### src/rtl/mod_shift_pkg.sv
// Shared types and constants for the modular shift-multiplier datapath.
package mod_shift_pkg;

  localparam int DEF_BITWIDTH = 32;
  localparam int DEF_SHIFTW   = 5;

  // Operand error code carried on oErr
  localparam logic ERR_NONE    = 1'b0;
  localparam logic ERR_OPERAND = 1'b1;

  typedef enum logic [1:0] {
    S_IDLE = 2'd0,
    S_RUN  = 2'd1,
    S_DONE = 2'd2
  } state_t;

endpackage

### src/rtl/mod_doubler.sv
// Combinational modular doubling: r = (2*a) mod m, valid for a < m.
// Because a < m, 2a < 2m, so one conditional subtract is enough.
module mod_doubler #(
  parameter int BITWIDTH = 32
) (
  input  logic [BITWIDTH-1:0] a,
  input  logic [BITWIDTH-1:0] m,
  output logic [BITWIDTH-1:0] r
);

  logic [BITWIDTH-1:0] dblLowS;
  logic                dblCarryS;
  logic                geS;

  // The carry out of the shift is the top bit of 2a; the low-word subtract
  // wraps correctly because the true difference always fits in BITWIDTH bits.
  always_comb begin
    dblLowS   = {a[BITWIDTH-2:0], 1'b0};
    dblCarryS = a[BITWIDTH-1];
    geS       = dblCarryS | (dblLowS >= m);
    if (geS) begin
      r = dblLowS - m;
    end else begin
      r = dblLowS;
    end
  end

endmodule

### src/rtl/mod_shift_mult.sv
// Sequential modular power-of-two multiplier: oData = (iData * 2^iShift) mod iMod.
// One modular doubling per enabled cycle, valid/ready handshake on both sides.
module mod_shift_mult
  import mod_shift_pkg::*;
#(
  parameter int BITWIDTH = DEF_BITWIDTH,
  parameter int SHIFTW   = DEF_SHIFTW
) (
  input  logic                iClk,
  input  logic                iRst,
  input  logic                iEn,
  input  logic                iClr,
  input  logic                iValid,
  output logic                oReady,
  input  logic [BITWIDTH-1:0] iData,
  input  logic [BITWIDTH-1:0] iMod,
  input  logic [SHIFTW-1:0]   iShift,
  output logic                oValid,
  input  logic                iReady,
  output logic [BITWIDTH-1:0] oData,
  output logic                oErr
);

  localparam logic [BITWIDTH-1:0] DATA_ZERO = {BITWIDTH{1'b0}};
  localparam logic [SHIFTW-1:0]   CNT_ZERO  = {SHIFTW{1'b0}};
  localparam logic [SHIFTW-1:0]   CNT_ONE   = {{(SHIFTW-1){1'b0}}, 1'b1};

  state_t              stateR, stateNextS;
  logic [BITWIDTH-1:0] accR, accNextS;
  logic [BITWIDTH-1:0] modR, modNextS;
  logic [SHIFTW-1:0]   cntR, cntNextS;
  logic                errR, errNextS;
  logic                validR, validNextS;
  logic                readyR, readyNextS;
  logic [BITWIDTH-1:0] dataR, dataNextS;
  logic [BITWIDTH-1:0] dblS;

  mod_doubler #(.BITWIDTH(BITWIDTH)) uDoubler (
    .a (accR),
    .m (modR),
    .r (dblS)
  );

  // Next-state and next-register values; everything holds unless iEn advances it.
  always_comb begin
    stateNextS = stateR;
    accNextS   = accR;
    modNextS   = modR;
    cntNextS   = cntR;
    errNextS   = errR;
    validNextS = validR;
    readyNextS = readyR;
    dataNextS  = dataR;
    case (stateR)
      S_IDLE: begin
        if (iValid && iEn) begin
          accNextS = iData;
          modNextS = iMod;
          cntNextS = iShift;
          if ((iMod == DATA_ZERO) || (iData >= iMod)) begin
            stateNextS = S_DONE;
            accNextS   = DATA_ZERO;
            errNextS   = ERR_OPERAND;
            dataNextS  = DATA_ZERO;
            validNextS = 1'b1;
            readyNextS = 1'b0;
          end else if (iShift == CNT_ZERO) begin
            stateNextS = S_DONE;
            errNextS   = ERR_NONE;
            dataNextS  = iData;
            validNextS = 1'b1;
            readyNextS = 1'b0;
          end else begin
            stateNextS = S_RUN;
            errNextS   = ERR_NONE;
            readyNextS = 1'b0;
          end
        end else begin
          stateNextS = S_IDLE;
        end
      end
      S_RUN: begin
        if (iEn) begin
          accNextS = dblS;
          cntNextS = cntR - CNT_ONE;
          if (cntR == CNT_ONE) begin
            stateNextS = S_DONE;
            dataNextS  = dblS;
            validNextS = 1'b1;
          end else begin
            stateNextS = S_RUN;
          end
        end else begin
          stateNextS = S_RUN;
        end
      end
      S_DONE: begin
        if (iReady && iEn) begin
          stateNextS = S_IDLE;
          validNextS = 1'b0;
          readyNextS = 1'b1;
        end else begin
          stateNextS = S_DONE;
        end
      end
      default: begin
        stateNextS = S_IDLE;
        errNextS   = ERR_NONE;
        validNextS = 1'b0;
        readyNextS = 1'b1;
      end
    endcase
  end

  // State and datapath registers; clear drops the op but keeps the last result on oData.
  always_ff @(posedge iClk or posedge iRst) begin
    if (iRst) begin
      stateR <= S_IDLE;
      accR   <= DATA_ZERO;
      modR   <= DATA_ZERO;
      cntR   <= CNT_ZERO;
      errR   <= ERR_NONE;
      validR <= 1'b0;
      readyR <= 1'b1;
      dataR  <= DATA_ZERO;
    end else if (iClr) begin
      stateR <= S_IDLE;
      accR   <= DATA_ZERO;
      modR   <= DATA_ZERO;
      cntR   <= CNT_ZERO;
      errR   <= ERR_NONE;
      validR <= 1'b0;
      readyR <= 1'b1;
    end else begin
      stateR <= stateNextS;
      accR   <= accNextS;
      modR   <= modNextS;
      cntR   <= cntNextS;
      errR   <= errNextS;
      validR <= validNextS;
      readyR <= readyNextS;
      dataR  <= dataNextS;
    end
  end

  assign oReady = readyR;
  assign oValid = validR;
  assign oData  = dataR;
  assign oErr   = errR;

endmodule

### config.mk
export PLATFORM = sky130hd
export DESIGN_NAME = mod_shift_mult
export DESIGN_NICKNAME = d
export VERILOG_FILES = /design/src/rtl/mod_shift_pkg.sv /design/src/rtl/mod_doubler.sv /design/src/rtl/mod_shift_mult.sv
export SDC_FILE = /design/constraint.sdc
export NUM_CORES = 1
export LEC_CHECK = 0
export CAP_MARGIN = 40
export CORE_ASPECT_RATIO = 0.5
export CORE_MARGIN = 4
export CORE_UTILIZATION = 57
export CTS_CLUSTER_SIZE = 28
export DETAILED_ROUTE_END_ITERATION = 12
export PLACE_DENSITY = 0.83
export SKIP_LAST_GASP = 1
export SYNTH_ARGS = -nofsm -noshare
export SYNTH_HDL_FRONTEND = slang
export SYNTH_SLANG_ARGS = --single-unit
export TNS_END_PERCENT = 30
### constraint.sdc
create_clock -name iClk -period 5.3 [get_ports iClk]
set_input_delay 0.795 -clock iClk [delete_from_list [all_inputs] [get_ports iClk]]
set_output_delay 0.795 -clock iClk [all_outputs]
set_load 0.005 [all_outputs]
==> results of run 1 <==
registers in the layout, summed over array words and instances (netlist names):
signal	flops
accR	32
cntR	5
modR	32
oData	32
oErr	1
oReady	1
oValid	1
stateR	2
critical path: stages:
cell and delay, ns:
clkdlybuf4s50_1 0.48, inv_1 0.05, ha_1 0.27, nand2b_1 0.15, a2111oi_2 0.40, o41ai_1 0.14, a2111o_1 0.47, a311oi_4 0.78
a21oi_2 0.17, o21ai_4 0.49, buf_4 0.36, o21ai_0 0.13
where the power goes:
part	internal [uW]	total (uW)	switching [uW]
registers	949	1050	96.2
logic	683	1420	742
clock network	323	647	324
layout by cell type (no fill, tap or decap), types with 19 or more instances in the layout:
cell               n
inv_1             83
nor2_1            41
clkdlybuf4s50_1  109
o21ai_0           71
nand2_1          161
and3_1            19
a21oi_1          109
ha_1              70
dfrtp_1          105
mux2_2            21
metrics by stage:
step / hold slack (ns) / utilization / total power, uW / area (um^2)
floorplan: 0.4512 / - / 1940 / 7826
global placement: 0.4626 / 0.6916 / 2397 / 9009
detailed placement: 0.4693 / 0.6924 / 2444 / 9020
CTS: 0.4863 / 0.7135 / 3094 / 9294
global route: 0.5093 / 0.7135 / 3294 / 9294
finish: 0.4820 / 0.7135 / 3117 / 9294
path summary, 6_finish.rpt:
kind / to / slack, ns / cells past startpoint
max: oData[5]$_DFFE_PP0P_ / 0.82 / 12
min: oData[9]$_DFFE_PP0P_ / 0.48 / 2
max reg2reg: accR[23]$_DFFE_PP0P_ / 1.40 / 12
min reg2reg: oData[9]$_DFFE_PP0P_ / 0.48 / 2
max in group asynchronous: oData[17]$_DFFE_PP0P_ / 3.27 / 3
min in group asynchronous: oData[9]$_DFFE_PP0P_ / 0.95 / 2
cell usage after synthesis, types with 4 or more instances:
master / count / area share
buf_6: 4 / 0.0058
and3_1: 19 / 0.015
clkbuf_1: 36 / 0.017
and2_1: 4 / 0.0032
ha_1: 70 / 0.11
a211oi_1: 8 / 0.0077
nor4_1: 10 / 0.0080
a22oi_1: 8 / 0.0077
o211ai_1: 6 / 0.0058
inv_1: 84 / 0.040
o21ai_1: 7 / 0.0045
buf_2: 4 / 0.0026
nand4_1: 11 / 0.0088
a21boi_0: 4 / 0.0038
a31oi_1: 10 / 0.0080
xnor2_1: 18 / 0.020
dfrtp_1: 105 / 0.34
a21oi_1: 110 / 0.070
nand2_1: 161 / 0.077
xor2_1: 8 / 0.0090
o21a_1: 5 / 0.0048
o21ai_0: 71 / 0.045
o31a_1: 9 / 0.010
nand3_1: 17 / 0.011
o21bai_1: 6 / 0.0058
a21o_1: 18 / 0.017
nand2b_1: 9 / 0.0072
o22ai_1: 7 / 0.0056
nor2b_1: 4 / 0.0032
mux2_2: 21 / 0.030
nor3_1: 11 / 0.0070
nor2_1: 41 / 0.020
logic make-up (layout without fill, tap and decap cells):
kind of cell    Yosys count  in the layout  share of synthesized area
compound gates          306            306                     0.2435
simple gates            296            296                     0.1688
xor+xnor                 26             26                    0.02910
buf+inv                 135            224                    0.07098
mux                      24             24                    0.03405
flops                   106            106                     0.3391
fa+ha+maj                71             71                     0.1145
area by class of cell:
cell class                 instances  share of cell area
timing repair buffer             124              0.1299
inverter                          84             0.03419
sequential                       106              0.2855
clock buffer                      11             0.02504
tap                              170             0.02289
multi-input combinational        723              0.4980
clock inverter                     5            0.004443
per-layer routing:
| metal | GRT usage | vias up | part of all wire | wire length (um) |
|---|---|---|---|---|
| li1 | - | 3560 | - | - |
| met3 | 0.08532 | 44 | 0.12 | 2746 |
| met1 | 0.4176 | 3560 | 0.44 | 10190 |
| met5 | 0 | - | 0 | 0 |
| met2 | 0.4373 | 406 | 0.42 | 9846 |
| met4 | 0.07768 | 0 | 0.019 | 435 |
==> qor.yml, run 1 <==
synthesis.nets: 1110
globalRouteOverflowTotal: 0
grt_max_degree: 63
drive_gt1_frac: 0.06268
post_synth_num_cell_types: 67
cts_root_buffer: "clkbuf_16"
power_leakage_uw: 0.004186
endpoint_kind: "flop"
netlist_area_um2: 7826
cts_setup_buffers: 0
multi_input_area_um2: 4628
drt-vias-per-instance: 6.190
maxCapViolCount: 0
synth_cells: 964
p_per_area_nw_per_um2: 335.4
status: "finished clean"
rows: 29
cts_resized: 0
die_area_um2: 15780
dpl.hpwl_um: 17240
worst_slew_pin_slew_ns: 0.9548
routed_wl_um: 23220
regArea_um2: 2654
synth_edf_count: 0
first_iter_violations: 621
htree_levels: 3
start_util: 0.6008
first_pass_iters: 6
numPortBuffers: 109
period_needed_ns: 4.475
fin_crit_sh: 0.8444
clk_transition_reported_paths_ns: 0.08
holdBufCountCts: 0
synth-main-ff-cell: "dfrtp_1"
ys_seq_elements: 106
dp_slack_ns: 0.5646
hold_violations: 0
num_vias: 7570
worst_slack_ns: 0.8245
crit_arrival_ns: 4.70
fin_setup_tns_ns: 0
rsz0062_at_grt: "no"
r2r_start: "modR[20]$_DFFE_PP0P_"
clockBufferDepth: 2
cts-buffers-inserted: 9
ir_drop_v: 0.0001963
grt_pass1_wl_um: 37460
n_fill_cell: 1014
yosysSeqAreaShare: 0.3391
fmax_mhz: 223.4
wire_per_inst_um: 18.99
core_um2: 13030
antenna_found_initial: 0
ant_nets: 0
syn_to_final_growth_pct: 18.75
placed_cells: 1207
place_congestion: 1.003
drv_slew: 0
setup_viol: 0
holdCritStartpoint: "oData[9]$_DFFE_PP0P_"
grt_use_total: 0.2931
cts.sinks: 106
fin_cells: 1223
drcViolationCount: 0
cts_tree: "yes"
clock_latency_ns: 0.35
ioPinCount: 110
critPathRequiredTime_ns: 5.53
min_path_type: "reg -> reg"
first_global_vias: 7317
syn_area_per_cell_um2: 8.119
start_kind: "input pin"
crit_fanout: 26
synth-async-reset-ratio: 1.000
maxSlewHeadroom: 0.3619
worstSetupPathType: "in -> reg"
yosys_warnings: 0
finalClockSkew_ns: 0.007861
finalNetCount: 1194
antennaDiodeCount: 0
dieWidth_um: 173.7
critical_path.startpoint: "iData[0]"
die_h_um: 90.86
Power figures use the tool's default switching activity.
==> inputs of run 2 (changes only) <==
--- a/config.mk
+++ b/config.mk
@@ -8,10 +8,10 @@
 export CAP_MARGIN = 40
 export CORE_ASPECT_RATIO = 0.5
 export CORE_MARGIN = 4
-export CORE_UTILIZATION = 57
+export CORE_UTILIZATION = 51
 export CTS_CLUSTER_SIZE = 28
 export DETAILED_ROUTE_END_ITERATION = 12
-export PLACE_DENSITY = 0.83
+export PLACE_DENSITY = 0.78
 export SKIP_LAST_GASP = 1
 export SYNTH_ARGS = -nofsm -noshare
 export SYNTH_HDL_FRONTEND = slang
==> constraint.sdc (replaced) <==
create_clock -name iClk -period 4 [get_ports iClk]
set_input_delay 0.6 -clock iClk [delete_from_list [all_inputs] [get_ports iClk]]
set_output_delay 0.6 -clock iClk [all_outputs]
set_load 0.005 [all_outputs]
==> qor.yml, run 2 (synthesis results as in run 1) <==
endpoint_kind: "flop"
critPathRequiredTime_ns: 4.25  # -1.28 ns
mostFrequentLayoutCells: "161 x nand2_1, 109 x a21oi_1, 109 x clkdlybuf4s50_1, 105 x dfrtp_1, 83 x inv_1"
clk_transition_reported_paths_ns: 0.07  # about the same
holdPathStages: 2  # unchanged
finalNetCount: 1201  # +0.59%
finalClockSkew_ns: 0.009971  # +0.002110 ns
wire_per_inst_um: 18.84  # -0.76%
grt_use_total: 0.2755  # -0.01754
maxCapViolCount: 0  # unchanged
grt_max_degree: 65  # +3.2%
hold_violations: 0  # unchanged
drcViolationCount: 0  # unchanged
reg2reg_depth: 12  # unchanged
setup_viol: 0  # unchanged
drt-vias-per-instance: 6.006  # -3.0%
first_pass_iters: 5  # -1
cts_root_buffer: "clkbuf_16"
drive_gt1_frac: 0.06981  # +0.007133
clock_latency_ns: 0.36  # about the same
maxSlewHeadroom: 0.5539  # +0.1920
cts.sinks: 106  # unchanged
power_leakage_uw: 0.004252  # +1.6%
num_vias: 7556  # -0.18%
cts_resized: 0  # unchanged
first_iter_violations: 669  # +7.7%
htree_levels: 3  # unchanged
antenna_found_initial: 1  # +1
dpl.hpwl_um: 17850  # +3.5%
holdBufCountCts: 0  # unchanged
fin_setup_tns_ns: 0  # unchanged
dieWidth_um: 183.2  # +5.5%
die_h_um: 95.60  # +5.2%
grt_pass1_wl_um: 38120  # +1.8%
worst_slack_ns: 0.2353  # -0.5892 ns
placed_cells: 1242  # +2.9%
n_fill_cell: 1267  # +25%
crit_arrival_ns: 4.02  # -0.68 ns
fmax_mhz: 265.6
routed_wl_um: 23710  # +2.1%
fin_cells: 1258  # +2.9%
r2r_start: "modR[20]$_DFFE_PP0P_"
place_congestion: 0.9689  # -3.4%
dp_slack_ns: -0.09737  # -0.6619 ns
rr_endpoint: "oData[13]$_DFFE_PP0P_"
fin_crit_sh: 0.9412
crit_fanout: 7  # -73%
holdPathEnd: "oReady$_DFFE_PP1P_"
status: "finished clean"
cts_tree: "yes"
rows: 31  # +6.9%
drv_slew: 0  # unchanged
first_global_vias: 7432  # +1.6%
ioPinCount: 110  # unchanged
start_kind: "input pin"
rsz0062_at_grt: "no"
globalRouteOverflowTotal: 0  # unchanged
p_total_uw: 4169  # +34%
antennaDiodeCount: 0  # unchanged
min_path_type: "reg -> reg"
syn_to_final_growth_pct: 20.45
clockBufferDepth: 2  # unchanged
holdCritStartpoint: "oReady$_DFFE_PP1P_"
core_um2: 14740  # +13%
start_util: 0.5310  # -0.06982
worstSetupPathType: "in -> reg"
worst_slew_pin_slew_ns: 0.6692  # -0.2856 ns
cts_setup_buffers: 0  # unchanged
numPortBuffers: 109  # unchanged
die_area_um2: 17510  # +11%
cts-buffers-inserted: 9  # unchanged
rrSetupSlack_ns: 0.68  # -0.72 ns
ir_drop_v: 0.0002639  # +34%
period_needed_ns: 3.765
ant_nets: 0  # unchanged
p_per_area_nw_per_um2: 442.3  # +32%
final_common_cell: "nand2_1"
==> run 2: cell types whose count changed in the layout (fill, tap and decap cells not counted), sizes merged <==
cell      previous run  this run
buf                 15        22
inv                 85        86
clkinv               0         2
clkinvlp             4         1
==> run 2: report_power, final <==
part	leakage (uW)	switching (uW)	total [uW]	internal, uW
registers	0.00140	128	1390	1260
logic	0.00271	993	1910	922
clock network	0.000137	424	869	445
total	0.00425	1540	4170	2620
==> run 2: metrics by stage <==
step / hold WS [ns] / util / area [um^2]
2_1_floorplan: 0.4512 / - / 7826
3_3_place_gp: 0.4615 / 0.6197 / 9134
3_5_place_dp: 0.4691 / 0.6205 / 9145
4_1_cts: 0.4838 / 0.6396 / 9427
5_1_grt: 0.5086 / 0.6396 / 9427
6_report: 0.4816 / 0.6396 / 9427
==> run 2: worst max-delay path by stage <==
stage	startpoint	endpoint	cells past startpoint
finish	iData[0]	accR[10]$_DFFE_PP0P_	12
global route	iData[0]	accR[10]$_DFFE_PP0P_	12
CTS	iData[0]	accR[10]$_DFFE_PP0P_	12
detailed placement	iData[0]	accR[10]$_DFFE_PP0P_	12
global placement	iData[0]	accR[14]$_DFFE_PP0P_	12
floorplan	iRst	accR[0]$_DFFE_PP0P_	1
==> run 2: layout make-up <==
cell class                 instances  area (um^2)  share of cell area
clock inverter                     5        38.79            0.004115
clock buffer                      11        242.7             0.02575
inverter                          84        317.8             0.03371
tap                              198        247.7             0.02628
sequential                       106         2654              0.2815
timing repair buffer             131         1297              0.1376
multi-input combinational        723         4628              0.4910
==> run 2: metal layers <==
layer / GRT usage / wire (um)
met5: 0 / 13
met4: 0.06629 / 401
met3: 0.06517 / 2144
met2: 0.4305 / 10130
met1: 0.3902 / 11020
==> run 2: critical path, stage by stage <==
cell and delay, ns:
clkdlybuf4s50_1 0.47, inv_1 0.05, ha_1 0.28, nand2b_1 0.16, a2111oi_2 0.36, o41ai_1 0.16, a2111o_1 0.54, a311oi_4 0.36
and2_1 0.40, buf_4 0.25, a22oi_1 0.12, a211oi_1 0.27
